File: src/rtl/fetch_unit.sv
// fetch_unit: in-order instruction fetch with a small fetch queue feeding the IF/ID register.
// Latency: grant -> queue push (+1) -> IF/ID (+1); branch target reaches IF/ID 3 cycles after br_taken.
// Backpressure: freeze holds IF/ID; requests stop once queue + live in-flight fetches reach FQ_DEPTH.
//
// Ports:
//   clk, rstn                          clock, asynchronous active-low reset
//   imem_req/imem_addr/imem_gnt        fetch request handshake (request held until granted)
//   imem_rvalid/imem_rdata             in-order response words
//   freeze                             hold IF/ID, no pop
//   br_taken/br_addr                   redirect: flush queue, drop in-flight responses
//   inst_valid/instruction/inst_pc     IF/ID register (NOP = all zero)
// Optional macro IF_PERF_CNT_EN adds perf_bubble_cnt and perf_flush_cnt (32-bit, wrapping).
module fetch_unit #(
  parameter int                  WORD_LEN = 32,
  parameter int                  FQ_DEPTH = 4,
  parameter logic [WORD_LEN-1:0] RESET_PC = '0
) (
  input  logic                clk,
  input  logic                rstn,
  output logic                imem_req,
  output logic [WORD_LEN-1:0] imem_addr,
  input  logic                imem_gnt,
  input  logic                imem_rvalid,
  input  logic [WORD_LEN-1:0] imem_rdata,
  input  logic                freeze,
  input  logic                br_taken,
  input  logic [WORD_LEN-1:0] br_addr,
  output logic                inst_valid,
  output logic [WORD_LEN-1:0] instruction,
  output logic [WORD_LEN-1:0] inst_pc
`ifdef IF_PERF_CNT_EN
  ,
  output logic [31:0]         perf_bubble_cnt,
  output logic [31:0]         perf_flush_cnt
`endif
);

  localparam int AW = (FQ_DEPTH > 1) ? $clog2(FQ_DEPTH) : 1;
  localparam int CW = AW + 1;
  // Stale responses from back-to-back redirects can push the in-flight
  // total past FQ_DEPTH, so give the counter extra headroom.
  localparam int IW = AW + 3;

  logic [WORD_LEN-1:0] fetch_pc_q, fetch_pc_d;
  logic [WORD_LEN-1:0] resp_pc_q, resp_pc_d;
  logic [IW-1:0]       inflight_q, inflight_d;
  logic [IW-1:0]       drop_q, drop_d;
  logic [CW-1:0]       count_q, count_d;
  logic [AW-1:0]       rd_ptr_q, rd_ptr_d;
  logic [AW-1:0]       wr_ptr_q, wr_ptr_d;
  logic                valid_q, valid_d;
  logic [WORD_LEN-1:0] instr_q, instr_d;
  logic [WORD_LEN-1:0] pc_q, pc_d;

  logic [WORD_LEN-1:0] q_pc_q   [FQ_DEPTH];
  logic [WORD_LEN-1:0] q_word_q [FQ_DEPTH];

  logic [IW-1:0] live;
  logic          grant;
  logic          push;
  logic          pop;
  logic          bubble;

  // Credit check counts only live (non-dropped) fetches against queue space.
  assign live     = inflight_q - drop_q;
  assign imem_req = !br_taken && ((live + IW'(count_q)) < IW'(FQ_DEPTH));
  assign grant    = imem_req && imem_gnt;
  // A word arriving together with br_taken would be flushed anyway.
  assign push     = imem_rvalid && (drop_q == '0) && !br_taken;
  assign pop      = !br_taken && !freeze && (count_q != '0);
  assign bubble   = !br_taken && !freeze && (count_q == '0);

  always_comb begin
    fetch_pc_d = fetch_pc_q;
    resp_pc_d  = resp_pc_q;
    inflight_d = inflight_q + IW'(grant) - IW'(imem_rvalid);
    drop_d     = drop_q;
    count_d    = count_q + CW'(push) - CW'(pop);
    rd_ptr_d   = rd_ptr_q;
    wr_ptr_d   = wr_ptr_q;
    valid_d    = valid_q;
    instr_d    = instr_q;
    pc_d       = pc_q;

    if (grant) fetch_pc_d = fetch_pc_q + WORD_LEN'(4);
    if (imem_rvalid && (drop_q != '0)) drop_d = drop_q - IW'(1);
    if (push) begin
      resp_pc_d = resp_pc_q + WORD_LEN'(4);
      wr_ptr_d  = wr_ptr_q + AW'(1);
    end
    if (pop) rd_ptr_d = rd_ptr_q + AW'(1);

    if (br_taken) begin
      valid_d    = 1'b0;
      instr_d    = '0;
      pc_d       = '0;
      count_d    = '0;
      rd_ptr_d   = '0;
      wr_ptr_d   = '0;
      fetch_pc_d = br_addr;
      resp_pc_d  = br_addr;
      // Every fetch still outstanding belongs to the old path.
      drop_d     = inflight_d;
    end else if (freeze) begin
      valid_d = valid_q;
    end else if (count_q != '0) begin
      valid_d = 1'b1;
      instr_d = q_word_q[rd_ptr_q];
      pc_d    = q_pc_q[rd_ptr_q];
    end else begin
      valid_d = 1'b0;
      instr_d = '0;
      pc_d    = '0;
    end
  end

  always_ff @(posedge clk or negedge rstn) begin
    if (!rstn) begin
      fetch_pc_q <= RESET_PC;
      resp_pc_q  <= RESET_PC;
      inflight_q <= '0;
      drop_q     <= '0;
      count_q    <= '0;
      rd_ptr_q   <= '0;
      wr_ptr_q   <= '0;
      valid_q    <= 1'b0;
      instr_q    <= '0;
      pc_q       <= '0;
    end else begin
      fetch_pc_q <= fetch_pc_d;
      resp_pc_q  <= resp_pc_d;
      inflight_q <= inflight_d;
      drop_q     <= drop_d;
      count_q    <= count_d;
      rd_ptr_q   <= rd_ptr_d;
      wr_ptr_q   <= wr_ptr_d;
      valid_q    <= valid_d;
      instr_q    <= instr_d;
      pc_q       <= pc_d;
    end
  end

  // Queue storage needs no reset: count gates every read.
  always_ff @(posedge clk) begin
    if (push) begin
      q_pc_q[wr_ptr_q]   <= resp_pc_q;
      q_word_q[wr_ptr_q] <= imem_rdata;
    end
  end

  assign imem_addr   = fetch_pc_q;
  assign inst_valid  = valid_q;
  assign instruction = instr_q;
  assign inst_pc     = pc_q;

`ifdef IF_PERF_CNT_EN
  always_ff @(posedge clk or negedge rstn) begin
    if (!rstn) begin
      perf_bubble_cnt <= '0;
      perf_flush_cnt  <= '0;
    end else begin
      if (bubble)   perf_bubble_cnt <= perf_bubble_cnt + 32'd1;
      if (br_taken) perf_flush_cnt  <= perf_flush_cnt + 32'd1;
    end
  end
`endif

endmodule

File: config.mk
export PLATFORM = sky130hd
export DESIGN_NAME = fetch_unit
export DESIGN_NICKNAME = d
export VERILOG_FILES = /design/src/rtl/fetch_unit.sv
export SDC_FILE = /design/constraint.sdc
export NUM_CORES = 1
export LEC_CHECK = 0
export BUFFER_PORTS_ARGS = -buffer_cell sky130_fd_sc_hd__clkbuf_2
export CAP_MARGIN = 20
export CORE_UTILIZATION = 59
export CTS_CLUSTER_DIAMETER = 50
export DETAILED_ROUTE_END_ITERATION = 12
export PLACE_DENSITY_LB_ADDON = 0.2
export SLEW_MARGIN = 20
export SYNTH_ARGS = -nofsm -noshare
export SYNTH_HDL_FRONTEND = slang
export SYNTH_SLANG_ARGS = --single-unit
File: constraint.sdc
create_clock -name clk -period 4.1 [get_ports clk]
set_input_delay 1.23 -clock clk [delete_from_list [all_inputs] [get_ports clk]]
set_output_delay 1.23 -clock clk [all_outputs]
set_load 0.03 [all_outputs]
==> results of run 1 <==
logic make-up (layout without fill, tap and decap cells):
family          after synthesis  count (layout)  share of synthesized area (%)
compound gates              182             182                          8.581
buf+inv                      98             301                          2.379
fa+ha+maj                    24              24                          1.975
simple gates                234             234                          8.327
xor+xnor                     39              39                          2.125
mux                          67              67                          8.805
flops                       402             402                          67.81
state kept, by name, summed over array words and instances (netlist names):
signal / count
instruction: 32
q_pc_q: 128
rd_ptr_q: 2
resp_pc_q: 32
inst_valid: 1
drop_q: 5
q_word_q: 128
inst_pc: 32
count_q: 3
inflight_q: 5
imem_addr: 32
wr_ptr_q: 2
stage by stage:
stage / hold slack [ps] / instances
after floorplan: 476.0 / 1046
after global placement: 458.2 / 1553
after detailed placement: 472.8 / 1553
after CTS: 486.0 / 1625
after global routing: 506.0 / 1627
final: 481.8 / 1627
per-layer routing:
metal / global-route usage, % / share of wire (%) / up-vias
met5: 0 / 0 / -
met3: 4.419 / 7.0 / 61
met2: 40.00 / 48 / 377
met4: 6.541 / 2.1 / 0
met1: 35.37 / 43 / 5037
li1: - / - / 4468
worst max-delay path, stage by stage, from the launching register on:
cell      delay, ps
dfrtp_1         350
inv_1            80
fa_1            540
inv_1            50
ha_2            320
nor2_4          160
o211ai_1        120
a21o_1          240
a21oi_2         170
buf_6           150
layout make-up:
class | instances | area, um2
Clock buffer | 56 | 1135
Inverter | 40 | 150.1
Clock inverter | 16 | 122.6
Timing Repair Buffer | 189 | 1101
Multi-Input combinational cell | 546 | 5034
Tap cell | 378 | 473.0
Sequential cell | 402 | 11350
Fill cell | 1871 | 8496
final timing paths:
check / startpoint / endpoint / slack (ps) / cells past startpoint
min: inst_valid$_DFFE_PN0P_ / inst_valid$_DFFE_PN0P_ / 480 / 1
max: inflight_q[2]$_DFF_PN0_ / imem_req / 180 / 9
min reg2reg: inst_valid$_DFFE_PN0P_ / inst_valid$_DFFE_PN0P_ / 480 / 1
max reg2reg: inflight_q[2]$_DFF_PN0_ / drop_q[4]$_DFFE_PN0P_ / 320 / 18
max in group asynchronous: rstn / drop_q[2]$_DFFE_PN0P_ / 2630 / 2
min in group asynchronous: rstn / instruction[27]$_DFFE_PN0P_ / 680 / 1
synthesized netlist by cell type (10+ instances only):
library cell,instances
a21oi_1,26
a22o_1,64
a311oi_1,45
and2_1,11
and3_1,19
and4_1,10
clkbuf_1,42
dfrtp_1,146
edfxtp_1,256
ha_1,20
inv_1,40
mux4_2,64
nand2_1,33
nand3_1,10
nor2_1,48
nor2b_1,23
nor3_1,28
o21ai_0,12
xnor2_1,34
what timing repair did:
action,CTS,global route
pin swaps,0,2
setup buffers,0,2
resized for setup,1,12
setup endpoints to repair,1,2
endpoints found under the hold margin,0,0
power groups by stage:
stage	Clock, mW	Sequential, mW	Combinational [mW]
after global routing	3.71	5.07	3.46
after floorplan	0	5.20	2.13
after CTS	3.57	5.02	3.07
final	3.50	5.01	3.18
after global placement	0	5.07	3.01
after detailed placement	0	5.09	3.04
==> qor.txt, run 1 <==
Post-Syn Area per Cell: 15.99 um2
Starting Density: 60.04%
Max_cap viols: 0
Die area: 29020 um2
Core area: 27860 um2
Minimum clock period: 3924 ps
Mapped Nets: 1140
Dominant synthesized flop cell: edfxtp_1
Total power: 11.70 mW
Largest cells by area after synthesis: edfxtp_1 46%, dfrtp_1 22%, mux4_2 8.6%
Post-DR wirelength/cell: 21.16 um
Post-Syn Area: 16720 um2
Post-route cell area: 19360 um2
Power Density: 604.1 nW/um2
Hpwl dp: 20770 um
Later-pin clock latency in the skew report: 530 ps
Status: completed
Worst relative slew slack: 32.06%
First-pass GRT wire length: 55230 um
Hold Path Class: reg2reg
Final setup margin: 176.1 ps
Maximum root-to-sink buffer count: 3
Post-synthesis async set-or-reset flop share: 36.32%
Layout cell share with drive strength beyond 1: 27.78%
Initial DRC count: 649
Crit path max fanout: 5
Fmax: 254.8 MHz
Logic pwr share: 27.2%
Crit end category: output port
Switching power total: 3.805 mW
Vias in the first global route: 9926
TritonCTS Sinks: 402
Leakage: 7.327 nW
Synth cell types: 57
Synthesized instance count: 1046
Final core utilization: 69.50%
Total wire length: 34430 um
Placer Congestion: 0.9249
Switching share of power: 32.53%
Row count: 61
Fin nets: 1314
Area grow syn2layout: 15.77%
Root buffer cell: clkbuf_16
Boundary pin count: 168
Port Buffers: 167
Die Ht: 170.4 um
Area leader, netlist: edfxtp_1
Setup CP Type: reg2out
VDD IR-drop max: 961.6 uV
Register bit total from synthesis: 402
Final Hold Viols: 0
CTS Hold Bufs: 0
Final setup fails: 0
Startpoint types: register
Via Count: 9943
Final worst-path cycle share: 95.70%
Grt ovf: 0
Tot GR Track Use: 24.85%
Largest net degree at the start of global routing: 66
Clock power share: 30.0%
Commonest non-fill, non-tap cells in the layout: 256 x edfxtp_1, 164 x clkbuf_2, 143 x dfrtp_1
Leading cell type in the layout, fill and taps excluded: edfxtp_1
Setup Skew: 14.58 ps
# diodes: 0
CTS H-Tree Depth: 2
Sequential fraction of the synthesis area: 67.81%
DR vias/cell: 6.111
EDFF count, synth: 256
Tightest Pin Transition: 1019 ps
Internal cell power: 7.891 mW
Total negative slack: 0 ps
CP arrival: 2690 ps
Ys Warns: 0
DP Area: 18050 um2
CTS tree: done
Die extent in x: 170.4 um
Max-slew violation count: 0
CTS Buf Count: 41
Clock transition at the registers of the reported paths: 60 ps
1st-pass router iterations: 5
Share of the synthesized area in the top cell type: 45.96%
DRC: 0
Worst EP required: 2870 ps
Sequential share of power: 42.9%
Routed Antenna Nets: 0
Initial antenna violation count: 0
RSZ-0062 raised after global routing: false
Setup WS pre-CTS: 142.8 ps
Power figures use the tool's default switching activity.
==> run 2, diff against run 1 <==
--- a/config.mk
+++ b/config.mk
@@ -7,7 +7,9 @@
 export LEC_CHECK = 0
 export BUFFER_PORTS_ARGS = -buffer_cell sky130_fd_sc_hd__clkbuf_2
 export CAP_MARGIN = 20
-export CORE_UTILIZATION = 59
+export CELL_PAD_IN_SITES_DETAIL_PLACEMENT = 0
+export CELL_PAD_IN_SITES_GLOBAL_PLACEMENT = 2
+export CORE_UTILIZATION = 43
 export CTS_CLUSTER_DIAMETER = 50
 export DETAILED_ROUTE_END_ITERATION = 12
 export PLACE_DENSITY_LB_ADDON = 0.2
==> run 2 against run 1 <==
Cell count is 9.3% higher. Sequential cell count is the same. Worst hold slack got worse by 0.87 ps. Largest cell class unchanged. Combinational power up 4%. Cell area up 2.9%. Clock power up 25%. Non-clock buffer count up 3. Highest routed layer unchanged. Setup slack lost 40 ps. Total power up 7.8%. Clock skew decreased by 0.69 ps. Critical path depth unchanged. Utilization is 17 points lower.
==> qor.txt, run 2 (same netlist as run 1, synthesis figures left out) <==
Status: completed
Final core utilization: 52.54%
Commonest non-fill, non-tap cells in the layout: 256 x edfxtp_1, 164 x clkbuf_2, 143 x dfrtp_1
CP arrival: 2730 ps
Hpwl dp: 23250 um
Reg2reg end: drop_q[4]$_DFFE_PN0P_
CP bufs+invs: 3
Core area: 37930 um2
DRC: 0
Sequential share of power: 39.3%
Routed Antenna Nets: 0
Maximum root-to-sink buffer count: 3
Max-slew violation count: 0
RSZ-0062 raised after global routing: false
CTS Hold Bufs: 0
CTS Buf Count: 47
Later-pin clock latency in the skew report: 570 ps
Initial antenna violation count: 0
Tightest Pin Transition: 857.3 ps
CP peak stage delay: 540 ps
Initial DRC count: 517
Worst path cell trace: inv_2 > fa_1 > inv_1 > ha_4 > and3b_1 > o211ai_1 > a21o_1 > a21oi_1 > buf_4
Row count: 71
TritonCTS Sinks: 402
HP Start: inst_valid$_DFFE_PN0P_
Largest net degree at the start of global routing: 75
Leading cell type in the layout, fill and taps excluded: edfxtp_1
Tot GR Track Use: 20.18%
Via Count: 9828
Delay-heaviest family, CP: adder cells
Switching power total: 4.062 mW
Reg2Reg Depth: 18
Clock transition at the registers of the reported paths: 60 ps
Setup CP Type: reg2out
Hold Path Sink: inst_valid$_DFFE_PN0P_
Crit-path slowest cell: fa_1
Setup slack, reg-to-reg: 380 ps
CTS H-Tree Depth: 2
Grt ovf: 0
Crit end category: output port
Post-DR wirelength/cell: 21.56 um
Die extent in x: 199.2 um
Worst EP required: 2870 ps
Total wire length: 38350 um
Worst Hold Path Cells: 1
# diodes: 0
Die Ht: 199.2 um
Regs by FF count: q_pc_q x128, q_word_q x128
Logic pwr share: 26.2%
First-pass GRT wire length: 59890 um
Port Buffers: 167
DR vias/cell: 5.524
Reg2reg start: inflight_q[1]$_DFF_PN0_
Total negative slack: 0 ps
CTS tree: done
Die area: 39690 um2
Final setup fails: 0
Hold Path Class: reg2reg
Final worst-path cycle share: 96.69%
Fin nets: 1323
VDD IR-drop max: 671.0 uV
Minimum clock period: 3964 ps
Startpoint types: register
Fmax: 252.3 MHz
Clock power share: 34.6%
Vias in the first global route: 10250
Setup Skew: 13.90 ps
Area grow syn2layout: 19.17%
FILL cells: 3173
Switching share of power: 32.22%
Placer Congestion: 0.7692
Boundary pin count: 168
1st-pass router iterations: 5
Leakage: 7.525 nW
Internal cell power: 8.545 mW
Root buffer cell: clkbuf_16
Layout cell share with drive strength beyond 1: 28.86%
Max_cap viols: 0
Worst relative slew slack: 42.85%
Power Density: 632.5 nW/um2
Crit path max fanout: 5
Starting Density: 44.09%
Final Hold Viols: 0
==> run 2: power groups by stage <==
stage	clock network [mW]	logic [mW]	registers, mW
after floorplan	0	2.13	5.20
after global routing	4.61	3.62	5.00
after CTS	4.47	3.28	4.95
final	4.36	3.30	4.95
after global placement	0	3.22	5.02
after detailed placement	0	3.24	5.03
==> run 2: through the flow <==
stage | worst slack (ps) | std cells | power [mW] | area, um2 | hold WS (ps)
2_1_floorplan | 343.0 | 1046 | 7.332 | 16720 | 476.0
3_3_place_gp | 234.4 | 1689 | 8.236 | 18240 | 459.4
3_5_place_dp | 173.2 | 1689 | 8.268 | 18240 | 469.1
4_1_cts | 4.210 | 1777 | 12.71 | 19900 | 482.1
5_1_grt | 2.572 | 1779 | 13.23 | 19930 | 507.0
6_report | 135.7 | 1779 | 12.61 | 19930 | 480.9
==> run 2: area by class of cell <==
class	count	area, um2	area share [%]
Clock buffer	61	1280	6.422
Clock inverter	27	360.3	1.808
Tap cell	511	639.4	3.208
Multi-Input combinational cell	546	5031	25.24
Sequential cell	402	11350	56.93
Timing Repair Buffer	192	1122	5.631
Inverter	40	150.1	0.7533
==> run 2: worst max-delay path by stage <==
stage,startpoint,to,slack [ps],cells after the start
after floorplan,br_taken,imem_req,340,5
after global placement,drop_q[2]$_DFFE_PN0P_,drop_q[4]$_DFFE_PN0P_,230,17
after detailed placement,drop_q[2]$_DFFE_PN0P_,drop_q[4]$_DFFE_PN0P_,170,17
after CTS,drop_q[2]$_DFFE_PN0P_,imem_req,4,8
after global routing,inflight_q[2]$_DFF_PN0_,imem_req,3,9
final,inflight_q[1]$_DFF_PN0_,imem_req,140,9
==> run 2: repair_timing <==
| action | 4_1_cts | 5_1_grt |
|---|---|---|
| pin swaps | 0 | 2 |
| buffers inserted | 0 | 2 |
| gates resized for setup | 4 | 5 |
| endpoints found under the setup margin | 1 | 2 |
| hold endpoints to repair | 0 | 0 |
==> run 2: routing by layer <==
layer / track usage [%] / vias up / routed length (um)
met5: 0 / - / 0
met4: 6.667 / 0 / 772
met3: 3.342 / 47 / 2004
met2: 31.51 / 261 / 17940
met1: 28.79 / 5023 / 17630
li1: - / 4497 / -
